## config.mk

```make
export PLATFORM = sky130hd
export DESIGN_NAME = ysyx_220053_shift_add_mul_flat
export DESIGN_NICKNAME = d
export VERILOG_FILES = /design/src/rtl/ysyx_220053_shift_add_mul_if.sv /design/src/rtl/ysyx_220053_shift_add_mul.sv /design/src/flat_wrapper.sv
export SDC_FILE = /design/constraint.sdc
export NUM_CORES = 1
export LEC_CHECK = 0
export ABC_AREA = 1
export CAP_MARGIN = 20
export CORE_MARGIN = 8
export CORE_UTILIZATION = 30
export DETAILED_ROUTE_END_ITERATION = 8
export HOLD_SLACK_MARGIN = 0.02
export PLACE_DENSITY = 0.59
export SETUP_SLACK_MARGIN = 0.02
export SYNTH_ARGS = -nofsm -noshare
export SYNTH_HDL_FRONTEND = slang
export SYNTH_SLANG_ARGS = --single-unit
export TNS_END_PERCENT = 50
```

## constraint.sdc

```tcl
create_clock -name clk -period 17.5 [get_ports clk]
set_input_delay 3.5 -clock clk [delete_from_list [all_inputs] [get_ports clk]]
set_output_delay 3.5 -clock clk [all_outputs]
set_load 0.01 [all_outputs]
```

## src/rtl/ysyx_220053_shift_add_mul_if.sv

```systemverilog
// Request/response bundle between operand issue and the iterative multiplier.
// The master is the issuing stage and the slave is the multiplier.
interface ysyx_220053_shift_add_mul_if #(
  parameter int unsigned WIDTH = 64
);
  logic             mul_valid;
  logic             mul_ready;
  logic             flush;
  logic             mulw;
  logic [1:0]       mul_signed;
  logic [WIDTH-1:0] multiplicand;
  logic [WIDTH-1:0] multiplier;
  logic             out_valid;
  logic             out_ready;
  logic [WIDTH-1:0] result_hi;
  logic [WIDTH-1:0] result_lo;

  modport master (
    output mul_valid, flush, mulw, mul_signed, multiplicand, multiplier, out_ready,
    input  mul_ready, out_valid, result_hi, result_lo
  );

  modport slave (
    input  mul_valid, flush, mulw, mul_signed, multiplicand, multiplier, out_ready,
    output mul_ready, out_valid, result_hi, result_lo
  );
endinterface

```

## src/rtl/ysyx_220053_shift_add_mul.sv

```systemverilog
// Radix-2 shift-add multiplier for RV64M MUL/MULH/MULHSU/MULHU/MULW.
// One multiplier bit per cycle, accumulated through a 2*WIDTH carry-lookahead adder.
module ysyx_220053_shift_add_mul #(
  parameter int unsigned WIDTH = 64
) (
  input logic                           clk,
  input logic                           rst_n,
  ysyx_220053_shift_add_mul_if.slave    mul_if
);
  localparam int unsigned W2   = 2 * WIDTH;
  localparam int unsigned CntW = $clog2(WIDTH) + 1;
  localparam int unsigned NGrp = W2 / 4;

  localparam logic [1:0] StIdle = 2'd0;
  localparam logic [1:0] StBusy = 2'd1;
  localparam logic [1:0] StDone = 2'd2;

  localparam logic [CntW-1:0] LastW = CntW'(31);
  localparam logic [CntW-1:0] LastD = CntW'(WIDTH - 1);

  logic [1:0]       state_q, state_d;
  logic [W2-1:0]    a_q, a_d;
  logic [WIDTH-1:0] b_q, b_d;
  logic [W2-1:0]    acc_q, acc_d;
  logic [CntW-1:0]  cnt_q, cnt_d;
  logic             mulw_q, mulw_d;
  logic             bsign_q, bsign_d;

  logic             accept;
  logic             is_last;
  logic             do_sub;
  logic [W2-1:0]    mcand_ext;
  logic [WIDTH-1:0] mplier_ext;
  logic [W2-1:0]    add_x, add_y, add_sum;
  logic             add_cin;
  logic             unused_add_cout;

  assign accept  = (state_q == StIdle) && mul_if.mul_valid && !mul_if.flush;
  assign is_last = (cnt_q == (mulw_q ? LastW : LastD));
  // The top multiplier bit carries weight -2^(N-1) when signed, so it subtracts.
  assign do_sub  = is_last && bsign_q;

  always_comb begin
    mcand_ext  = {{WIDTH{1'b0}}, mul_if.multiplicand};
    mplier_ext = mul_if.multiplier;
    if (mul_if.mulw) begin
      mcand_ext  = {{(W2-32){mul_if.multiplicand[31]}}, mul_if.multiplicand[31:0]};
      mplier_ext = {{(WIDTH-32){1'b0}}, mul_if.multiplier[31:0]};
    end else if (mul_if.mul_signed[1]) begin
      mcand_ext  = {{WIDTH{mul_if.multiplicand[WIDTH-1]}}, mul_if.multiplicand};
    end
  end

  assign add_x   = acc_q;
  assign add_y   = b_q[0] ? (do_sub ? ~a_q : a_q) : '0;
  assign add_cin = b_q[0] & do_sub;

  for (genvar g = 0; g < NGrp; g++) begin : g_cla
    logic       cin_g;
    logic       cout;
    logic [3:0] p, gn, c_hi;
    if (g == 0) begin : g_first
      assign cin_g = add_cin;
    end else begin : g_rest
      assign cin_g = g_cla[g-1].cout;
    end
    assign p  = add_x[4*g +: 4] ^ add_y[4*g +: 4];
    assign gn = add_x[4*g +: 4] & add_y[4*g +: 4];
    assign c_hi[0] = gn[0] | (p[0] & cin_g);
    assign c_hi[1] = gn[1] | (p[1] & gn[0]) | (p[1] & p[0] & cin_g);
    assign c_hi[2] = gn[2] | (p[2] & gn[1]) | (p[2] & p[1] & gn[0])
                   | (p[2] & p[1] & p[0] & cin_g);
    assign c_hi[3] = gn[3] | (p[3] & gn[2]) | (p[3] & p[2] & gn[1])
                   | (p[3] & p[2] & p[1] & gn[0]) | (p[3] & p[2] & p[1] & p[0] & cin_g);
    assign cout = c_hi[3];
    assign add_sum[4*g +: 4] = p ^ {c_hi[2:0], cin_g};
  end

  // Carry out of bit 2W-1 is dropped: arithmetic is modulo 2^(2W).
  assign unused_add_cout = g_cla[NGrp-1].cout;

  always_comb begin
    state_d = state_q;
    a_d     = a_q;
    b_d     = b_q;
    acc_d   = acc_q;
    cnt_d   = cnt_q;
    mulw_d  = mulw_q;
    bsign_d = bsign_q;
    unique case (state_q)
      StIdle: begin
        if (accept) begin
          a_d     = mcand_ext;
          b_d     = mplier_ext;
          acc_d   = '0;
          cnt_d   = '0;
          mulw_d  = mul_if.mulw;
          bsign_d = mul_if.mulw | mul_if.mul_signed[0];
          state_d = StBusy;
        end
      end
      StBusy: begin
        acc_d = add_sum;
        a_d   = a_q << 1;
        b_d   = b_q >> 1;
        cnt_d = cnt_q + CntW'(1);
        if (is_last) begin
          state_d = StDone;
        end
      end
      StDone: begin
        if (mul_if.out_ready) begin
          state_d = StIdle;
        end
      end
      default: state_d = StIdle;
    endcase
    if (mul_if.flush) begin
      state_d = StIdle;
    end
  end

  always_ff @(posedge clk or negedge rst_n) begin
    if (!rst_n) begin
      state_q <= StIdle;
      a_q     <= '0;
      b_q     <= '0;
      acc_q   <= '0;
      cnt_q   <= '0;
      mulw_q  <= 1'b0;
      bsign_q <= 1'b0;
    end else begin
      state_q <= state_d;
      a_q     <= a_d;
      b_q     <= b_d;
      acc_q   <= acc_d;
      cnt_q   <= cnt_d;
      mulw_q  <= mulw_d;
      bsign_q <= bsign_d;
    end
  end

  always_comb begin
    mul_if.mul_ready = (state_q == StIdle);
    mul_if.out_valid = (state_q == StDone);
    mul_if.result_hi = '0;
    mul_if.result_lo = '0;
    if (state_q == StDone) begin
      if (mulw_q) begin
        mul_if.result_lo = {{(WIDTH-32){acc_q[31]}}, acc_q[31:0]};
      end else begin
        mul_if.result_hi = acc_q[W2-1:WIDTH];
        mul_if.result_lo = acc_q[WIDTH-1:0];
      end
    end
  end
endmodule

```

## src/flat_wrapper.sv

```systemverilog
// flat-port wrapper written by rule: the top's interface ports become plain ports
module ysyx_220053_shift_add_mul_flat 
#(
  parameter int unsigned WIDTH = 64
)
  (clk, rst_n, mul_if_mul_valid, mul_if_flush, mul_if_mulw, mul_if_mul_signed, mul_if_multiplicand, mul_if_multiplier, mul_if_out_ready, mul_if_mul_ready, mul_if_out_valid, mul_if_result_hi, mul_if_result_lo);
  ysyx_220053_shift_add_mul_if #(.WIDTH(WIDTH)) mul_if_i ();
  input logic clk;
  input logic rst_n;
  input wire logic [$bits(mul_if_i.mul_valid)-1:0] mul_if_mul_valid;
  input wire logic [$bits(mul_if_i.flush)-1:0] mul_if_flush;
  input wire logic [$bits(mul_if_i.mulw)-1:0] mul_if_mulw;
  input wire logic [$bits(mul_if_i.mul_signed)-1:0] mul_if_mul_signed;
  input wire logic [$bits(mul_if_i.multiplicand)-1:0] mul_if_multiplicand;
  input wire logic [$bits(mul_if_i.multiplier)-1:0] mul_if_multiplier;
  input wire logic [$bits(mul_if_i.out_ready)-1:0] mul_if_out_ready;
  output wire logic [$bits(mul_if_i.mul_ready)-1:0] mul_if_mul_ready;
  output wire logic [$bits(mul_if_i.out_valid)-1:0] mul_if_out_valid;
  output wire logic [$bits(mul_if_i.result_hi)-1:0] mul_if_result_hi;
  output wire logic [$bits(mul_if_i.result_lo)-1:0] mul_if_result_lo;
  assign mul_if_i.mul_valid = mul_if_mul_valid;
  assign mul_if_i.flush = mul_if_flush;
  assign mul_if_i.mulw = mul_if_mulw;
  assign mul_if_i.mul_signed = mul_if_mul_signed;
  assign mul_if_i.multiplicand = mul_if_multiplicand;
  assign mul_if_i.multiplier = mul_if_multiplier;
  assign mul_if_i.out_ready = mul_if_out_ready;
  assign mul_if_mul_ready = mul_if_i.mul_ready;
  assign mul_if_out_valid = mul_if_i.out_valid;
  assign mul_if_result_hi = mul_if_i.result_hi;
  assign mul_if_result_lo = mul_if_i.result_lo;
  ysyx_220053_shift_add_mul #(.WIDTH(WIDTH)) u_core (.clk(clk), .rst_n(rst_n), .mul_if(mul_if_i));
endmodule
```

Word-level counts from Yosys, hierarchy flattened:

Index checks and enable logic that the tools add are counted.

* bits in registers: 331
* input bits: 136
* output and inout bits: 130
* logic and storage cells: 967

* add/sub/neg operators: 1
* equal/unequal tests: 7
* mux-type cells: 23
* bitwise gates (word level): 920
* reduce and logical (&&, ||, !) cells: 9

Operators by type and width (count)
* $mux W128: 6
* $pmux W128 S2: 2
* $and A1 B1 Y1: 506
* $mux W64: 6
* $or A1 B1 Y1: 317
* $xor A4 B4 Y4: 64
* $not A128 Y128: 1
* $pmux W64 S2: 1
* $and A4 B4 Y4: 31
* $pmux W7 S2: 1
* $mux W2: 4
* $add A7 B1 Y7 const B: 1
* $eq A7 B7 Y1: 1
* $mux W7: 1
* $mux W6: 1
* $ne A3 B2 Y1 const B: 2
* $pmux W2 S3: 1
* $reduce_and A2 Y1: 2
* $and A3 B3 Y3: 1
* $logic_and A1 B1 Y1: 3
* $ne A3 B3 Y1 const B: 1
* $reduce_and A3 Y1: 1
* $eq A2 B1 Y1 const B: 1
* $eq A2 B2 Y1 const B: 1
* other kinds (4): 4

Logic depth before layout (Yosys ltp):

Gate-level depths: netlist (run 1).

* word-level depth: 75
* gate-level depth with buffers: 79
* depth with buffers taken out: 78

Least setup slack after synthesis (run 1):

Ideal clock, no wire load.

* path type: reg-to-reg
* from: reg u_core.cnt_q[0]
* to: reg u_core.acc_q[125]
* setup time: 83 ps
* arrival time: 7162 ps
* required time: 17417 ps
* path slack: 10255 ps
* stages on the path, launching flop included: 77
* buffers on the path: 2
* clock period less this slack: 7245 ps
* cells stage by stage: dfrtp_1 > ha_1 > nand4_2 > nor2_4 > nand2_1 > clkbuf_1 > clkbuf_1 > a21oi_1 > ha_1 > inv_1 > nor3_1 > nand4_2 > nand2_2 > nand2_2 > nand2_2 > nand2_2 > nand2_4 > nand2_2 > (+41 left out) > nand2_2 > nand2_4 > nand2_2 > nand2_4 > nand2_2 > nand2_4 > nand2_2 > nand2_4 > nand2_2 > nand2_4 > nand2_2 > nand2_2 > nand2_2 > nand2_2 > inv_1 > fa_1 > xor2_1 > o22ai_1

* cells in the longest elaborated chain, start to end: 74
* elaborated cells on any way between the ends: 414
* those cells by class: 1 x eq/ne; 3 x mux; 409 x bitwise; 1 x reduce/logical

RTL lines
* start, declared: line ysyx_220053_shift_add_mul.sv:25 `logic [CntW-1:0] cnt_q, cnt_d;`
* start signal, assigned: line ysyx_220053_shift_add_mul.sv:137 `cnt_q <= cnt_d;`
* $eq A7 B7 Y1 (*): line ysyx_220053_shift_add_mul.sv:39 `assign is_last = (cnt_q == (mulw_q ? LastW : LastD));`
* $logic_and A1 B1 Y1 (*): line ysyx_220053_shift_add_mul.sv:41 `assign do_sub = is_last && bsign_q;`
* $mux W128 (2 in series): line ysyx_220053_shift_add_mul.sv:55 `assign add_y = b_q[0] ? (do_sub ? ~a_q : a_q) : '0;`
* $xor A4 B4 Y4 or $and A4 B4 Y4 (tied branches): line ysyx_220053_shift_add_mul.sv:67, ysyx_220053_shift_add_mul.sv:68
* $and A1 B1 Y1, on equally long branches: line ysyx_220053_shift_add_mul.sv:73, ysyx_220053_shift_add_mul.sv:74
* $or A1 B1 Y1 (tied with other cells): line ysyx_220053_shift_add_mul.sv:73 `assign c_hi[3] = gn[3] | (p[3] & gn[2]) | (p[3] & p[2] & gn[1])`
* $or A1 B1 Y1 or $and A1 B1 Y1 (tied branches): line ysyx_220053_shift_add_mul.sv:73, ysyx_220053_shift_add_mul.sv:74
* $or A1 B1 Y1 or $and A1 B1 Y1 (tied branches): line ysyx_220053_shift_add_mul.sv:74 `| (p[3] & p[2] & p[1] & gn[0]) | (p[3] & p[2] & p[1] & p[0] & cin_g);`
* (+57 left out)
* $and A1 B1 Y1: line ysyx_220053_shift_add_mul.sv:74
* $or A1 B1 Y1: line ysyx_220053_shift_add_mul.sv:74
* $and A1 B1 Y1: line ysyx_220053_shift_add_mul.sv:74
* $or A1 B1 Y1: line ysyx_220053_shift_add_mul.sv:74
* $and A1 B1 Y1: line ysyx_220053_shift_add_mul.sv:69 `assign c_hi[0] = gn[0] | (p[0] & cin_g);`
* $or A1 B1 Y1: line ysyx_220053_shift_add_mul.sv:69
* $xor A4 B4 Y4 (*): line ysyx_220053_shift_add_mul.sv:76 `assign add_sum[4*g +: 4] = p ^ {c_hi[2:0], cin_g};`
* $pmux W128 S2 (*): line ysyx_220053_shift_add_mul.sv:90 `unique case (state_q)`
* end signal, assigned: line ysyx_220053_shift_add_mul.sv:128 `acc_q <= '0;`
* end signal, assigned: line ysyx_220053_shift_add_mul.sv:136 `acc_q <= acc_d;`
* end, declared: line ysyx_220053_shift_add_mul.sv:24 `logic [W2-1:0] acc_q, acc_d;`

Every way passes the cells marked *; elsewhere a longest branch is shown, timed or not.
A chain may end at the register's enable or synchronous reset.

Worst setup path after layout (run 1):

Same ends and word-level chain as after synthesis.

==> metrics.csv, run 1 <==
stage,metric,value,unit
setup_path,crit_path_start_kind,flop,
worst_hold_path,min_from,u_core.acc_q[127],
setup_path,arrival,9.11,ns
power_and_ir_drop,p_comb_frac,0.429,
synthesis,synth_area_leader_cell,dfrtp_1,
timing,setup_tns,0,ns
timing,worst_pin_slew,1.05,ns
worst_hold_path,hold_class,flop to flop,
power_and_ir_drop,clock_power_share,0.239,
place,place.port_buffers,265,
global_routing,grt_use_total,0.150,
timing,final_max_slew_viol_count,0,
setup_path,critical_path_required,17.89,ns
floorplanning,num_io_pins,266,
synthesis,synthDistinctLibCells,30,
route,wire_per_inst,16.5,um
layout,finalNonFillerCells,3573,
power_and_ir_drop,peakVddDrop,0.0784,mV
synthesis,ys_ff_latch,331,
synthesis,synth.area.top_cells,"dfrtp_1 40%, ha_1 7.8%, inv_1 6.6%",
setup_path,slowest_stage,nand2_4,
place,dpl-instance-area,0.0239,mm2
timing,fin_crit_sh,0.499,
setup_path,cp_common_cell,nand2_2,
layout,n_fill_cell,6927,
power_and_ir_drop,switching_share,0.399,
power_and_ir_drop,p_total,3.65,mW
setup_path,worst-r2r-cell-count,77,
floorplanning,die_h,277,um
global_routing,grt_max_degree,139,
timing,rsz0062_at_grt,false,
setup_path,end_kind,flop,
floorplanning,rows,95,
setup_path,rr_startpoint,u_core.cnt_q[0],
clock_network,cts_buffers,42,
clock_network,cts_root_buffer,clkbuf_16,
timing,setup_ws,8.77,ns
clock_network,htreeDepth,2,
clock_network,cts_resized,0,
clock_network,post-cts-setup-buffer-count,0,
synthesis,avgSynthCellArea,8.23,um2
run,maxCapViolations,0,
route,route.final.wire_length,59.0,mm
place,place_ws,8.67,ns
layout,design_area,0.0253,mm2
power_and_ir_drop,netSwitchingPower,1.46,mW
power_and_ir_drop,seq_power_share,0.332,
status,status,"finished, final reports clean",
place,placed_cells,3496,
floorplanning,design.die.area,0.0769,mm2
clock_network,clkSinkCount,331,
timing,finalHoldViolCount,0,
setup_path,reg2reg_slack,8.77,ns
power_and_ir_drop,leakagePower,11.3,nW
clock_network,hold_buffers,0,
synthesis,synth_top_area_share,0.404,
floorplanning,core_area,0.0674,mm2
timing,period_needed,8.73,ns
timing,holdWs,0.490,ns
layout,final_layout_size_suffix_gt1_frac,0.0630,
place,hpwl,40.1,mm
floorplanning,die_width,277,um
power_and_ir_drop,p_int,2.19,mW
route,drt-initial-drc-count,1043,
worst_hold_path,holdPathStages,2,
global_routing,antenna_found_initial,6,
power_and_ir_drop,p_per_area,145,mW/mm2
setup_path,reg2reg_to,u_core.acc_q[125],
floorplanning,start_util,0.304,
layout,synthToLayoutAreaGrowth,23.3,%
timing,setup-violations-final,0,
clock_network,clkTransAtPathRegs,0.06,ns
route,drc,0,
global_routing,gr-total-overflow,0,
layout,final_util,0.375,
clock_network,cts_tree,done,
synthesis,ys_seq_area_frac,0.404,
route,dr.pass1.iters,5,
timing,finalClockSkew,0.0309,ns
place,gp_congestion,0.793,
route,vias,17398,
global_routing,grt_pass1_wl,96.3,mm
setup_path,critPathMaxStageDelay,0.73,ns
layout,final_nets,2963,
route,ant_nets,0,
route,viasPerCell,4.87,
clock_network,clk_latency,0.57,ns
timing,clock.fmax,115,MHz
setup_path,cp-startpoint,u_core.cnt_q[0],
clock_network,cts_buffer_depth,3,
synthesis,syn_inst,2488,
timing,slew_headroom,0.301,
worst_hold_path,worstHoldEndpoint,u_core.acc_q[127],
setup_path,critPathMaxFanout,87,
synthesis,synthesis.nets,2784,
synthesis,synth_area,0.0205,mm2
global_routing,grt_pass1_vias,17786,
setup_path,path_class,flop to flop,
synthesis,yosys_warnings,0,
==> cell usage after synthesis, drive strengths merged <==
master / n
a22oi: 9
nor2: 241
buf: 6
nand2: 316
o22ai: 180
inv: 364
nand3: 39
fa: 32
clkinv: 3
nand4: 33
o211ai: 3
nor3: 33
or2: 1
o31ai: 2
o21ai: 213
a21oi: 222
clkbuf: 147
dfrtp: 331
xnor2: 31
o221ai: 93
xor2: 60
a22o: 1
ha: 128
==> worst max-delay path: cells and delay by family, from the launching register on <==
kind | cells | cell delay, ns
adders and majority gates | 3 | 0.95
DFF | 1 | 0.41
AOI/OAI and AO/OA | 1 | 0.08
xor gates and xnor gates | 1 | 0.13
buffers and inverters | 4 | 0.95
and+or+nand+nor | 68 | 5.95
==> metal layers <==
layer,wire length (um),global-route usage,vias up,share of wire
li1,-,-,8780,-
met1,27200,0.195,8211,0.46
met2,26900,0.247,323,0.46
met3,3730,0.0409,78,0.063
met4,1190,0.0366,6,0.020
met5,38,0,-,0.00064
==> layout make-up <==
cell class                 instances  area [um2]  share of cell area
timing repair buffer             288        2830               0.112
tap                              873        1090              0.0432
multi-input combinational       1637       10300               0.407
antenna                            1        2.50           0.0000991
sequential                       331        8290               0.328
clock buffer                      56        1180              0.0469
inverter                         367        1390              0.0548
clock inverter                    20         196             0.00778
==> flip-flops by register name, summed over array words and instances, names as in the netlist <==
signal and count:
u_core.cnt_q 7, u_core.state_q 2, u_core.mulw_q 1, u_core.bsign_q 1, u_core.a_q 128, u_core.b_q 64
u_core.acc_q 128
==> cell usage in the layout (no fill, tap or decap), types with 14 or more instances in the layout <==
| cell | count |
|---|---|
| clkbuf_16 | 43 |
| ha_1 | 128 |
| xnor2_1 | 31 |
| clkdlybuf4s50_1 | 264 |
| buf_4 | 23 |
| nand2_4 | 30 |
| nand2_1 | 251 |
| nand2_2 | 35 |
| nand4_1 | 31 |
| clkinv_2 | 14 |
| xor2_1 | 60 |
| dfrtp_1 | 330 |
| nor3_1 | 33 |
| o221ai_1 | 93 |
| o22ai_1 | 180 |
| a21oi_1 | 221 |
| nor2_1 | 239 |
| inv_1 | 361 |
| fa_1 | 32 |
| nand3_1 | 39 |
| o21ai_0 | 210 |
==> logic make-up (layout without fill, tap and decap cells) <==
logic type / Yosys count / in the layout / share of synthesized area
xor+xnor: 91 / 91 / 0.0389
buf+inv: 520 / 731 / 0.0954
simple gates: 663 / 663 / 0.145
fa+ha+maj: 160 / 160 / 0.109
flops: 331 / 331 / 0.404
compound gates: 723 / 723 / 0.207
other cells: 0 / 1 / 0
==> worst max path at each step <==
stage and endpoint:
2_1_floorplan u_core.acc_q[125], 3_3_place_gp u_core.acc_q[125], 3_5_place_dp u_core.acc_q[125], 4_1_cts u_core.acc_q[125]
5_1_grt u_core.acc_q[125], 6_report u_core.acc_q[125]
==> power by group through the flow <==
stage | sequential (mW) | clock [mW] | combinational, mW
2_1_floorplan | 1.17 | 0 | 1.26
3_3_place_gp | 1.22 | 0 | 1.55
3_5_place_dp | 1.22 | 0 | 1.57
4_1_cts | 1.21 | 0.901 | 1.58
5_1_grt | 1.25 | 0.928 | 1.82
6_report | 1.21 | 0.873 | 1.56
Power figures use the tool's default switching activity.
==> inputs of run 2 (changes only) <==
- PLACE_DENSITY: 0.59 -> 0.6
- clock period: 17.5 -> 7.75 ns (I/O delays scaled with it)
==> metrics.csv, run 2 (synthesized netlist as in run 1, its figures left out) <==
stage,metric,value,unit
floorplanning,die_width,277,um
layout,finalNonFillerCells,3591,
setup_path,critical_path_required,8.15,ns
clock_network,cts_root_buffer,clkbuf_16,
route,drt-initial-drc-count,914,
power_and_ir_drop,peakVddDrop,0.151,mV
setup_path,end_kind,flop,
layout,design_area,0.0255,mm2
timing,finalClockSkew,0.0325,ns
layout,top_regs,"u_core.a_q x128, u_core.acc_q x128, u_core.b_q x64",
layout,multiInputGateArea,0.0103,mm2
setup_path,critPathMaxStageDelay,0.42,ns
global_routing,grt_pass1_vias,17748,
route,viasPerCell,4.87,
run,maxCapViolations,0,
power_and_ir_drop,p_per_area,327,mW/mm2
worst_hold_path,hold_class,flop to flop,
setup_path,critPathMaxFanout,18,
global_routing,antenna_found_initial,3,
timing,fin_crit_sh,0.921,
route,wire_per_inst,16.1,um
power_and_ir_drop,leakagePower,11.4,nW
floorplanning,start_util,0.304,
global_routing,grt_use_total,0.147,
layout,mostFrequentLayoutCells,"360 x inv_1, 330 x dfrtp_1, 264 x clkdlybuf4s50_1",
place,hpwl,39.2,mm
floorplanning,design.die.area,0.0769,mm2
timing,slew_headroom,0.308,
route,vias,17478,
layout,final_layout_size_suffix_gt1_frac,0.0707,
timing,period_needed,7.14,ns
layout,mostFrequentLayoutCell,inv_1,
layout,final-seq-area,0.00829,mm2
clock_network,cts_buffer_depth,3,
route,route.final.wire_length,57.9,mm
place,placed_cells,3498,
setup_path,path_class,flop to flop,
layout,n_fill_cell,6782,
setup_path,slowest_stage,fa_1,
floorplanning,die_h,277,um
setup_path,worst-r2r-cell-count,74,
global_routing,gr-total-overflow,0,
clock_network,clkSinkCount,331,
timing,finalHoldViolCount,0,
place,place.port_buffers,265,
route,drc,0,
setup_path,crit_path_start_kind,flop,
clock_network,cts_buffers,43,
floorplanning,rows,95,
place,gp_congestion,0.800,
route,ant_nets,0,
clock_network,cts_tree,done,
route,dr.pass1.iters,5,
timing,holdWs,0.478,ns
global_routing,grt_max_degree,144,
place,dpl-instance-area,0.0239,mm2
timing,worst_pin_slew,1.04,ns
timing,final_max_slew_viol_count,0,
clock_network,clkTransAtPathRegs,0.06,ns
global_routing,grt_pass1_wl,94.5,mm
timing,clock.fmax,140,MHz
setup_path,arrival,7.54,ns
floorplanning,core_area,0.0674,mm2
clock_network,clk_latency,0.58,ns
layout,final_nets,2981,
layout,synthToLayoutAreaGrowth,24.7,%
timing,setup-violations-final,0,
clock_network,htreeDepth,2,
floorplanning,num_io_pins,266,
worst_hold_path,holdPathStages,2,
clock_network,hold_buffers,0,
status,status,"finished, final reports clean",
-- run 2: cell count changes in the layout (fill, tap and decap cells not counted), moves of 3 or more --
cell,delta
clkbuf_8,+5
nor3_2,+3
buf_4,+11
clkbuf_1,+3
o21ai_1,+6
clkinv_2,-11
o21ai_0,-7
nor3_1,-3
buf_12,+3
-- run 2: worst max-delay path, delay by kind of cell, from the launching register on --
family	cells	cell delay, ns
fa+ha+maj	3	0.93
compound gates	6	0.66
xor+xnor	1	0.15
simple gates	62	4.55
buf+inv	2	0.21
flops	1	0.41
-- run 2: area by class of cell --
class                   count  share of cell area
diodes                      1           0.0000980
clock buffers              65              0.0505
clock inverters            12             0.00559
inverters                 367              0.0542
multi-input cells        1638               0.405
flip-flops and latches    331               0.324
well taps                 873              0.0428
repair buffers            304               0.117
-- run 2: layer usage --
metal | GRT usage | vias to the layer above | share of wire
met5 | 0 | - | 0.00043
met2 | 0.245 | 304 | 0.46
met3 | 0.0399 | 80 | 0.062
met4 | 0.0384 | 4 | 0.022
met1 | 0.188 | 8262 | 0.45
li1 | - | 8828 | -
-- run 2: path summary, 6_finish.rpt --
kind	slack, ns	start	to
worst min-delay path	0.48	u_core.acc_q[127]	u_core.acc_q[127]
worst max register to register	0.61	u_core.cnt_q[1]	u_core.acc_q[125]
max in group asynchronous	5.50	rst_n	u_core.b_q[0]
min in group asynchronous	0.92	rst_n	u_core.acc_q[109]
worst max-delay path	0.61	u_core.cnt_q[1]	u_core.acc_q[125]
worst min register to register	0.48	u_core.acc_q[127]	u_core.acc_q[127]
-- run 2: stage by stage --
stage / power (mW) / setup slack [ns] / setup TNS [ns] / util
final: 8.35 / 0.609 / 0 / 0.379
after global routing: 9.15 / -0.0461 / -0.0514 / 0.379
after CTS: 8.41 / 0.106 / 0 / 0.376
after detailed placement: 6.32 / 0.121 / 0 / 0.355
after global placement: 6.26 / 0.284 / 0 / 0.355
after floorplan: 5.48 / 0.505 / 0 / -
-- run 2: timing repair --
item | in CTS | in global routing
resized for setup | 0 | 21
buffers inserted | 0 | 14
endpoints found under the setup margin | 0 | 10
endpoints found under the hold margin | 0 | 0
-- run 2: report_power, final --
| group | internal, mW | leakage, nW | switching, mW |
|---|---|---|---|
| Sequential | 2.35 | 4.11 | 0.396 |
| Combinational | 1.48 | 6.64 | 2.10 |
| Clock | 1.22 | 0.696 | 0.807 |
| Total | 5.04 | 11.4 | 3.31 |
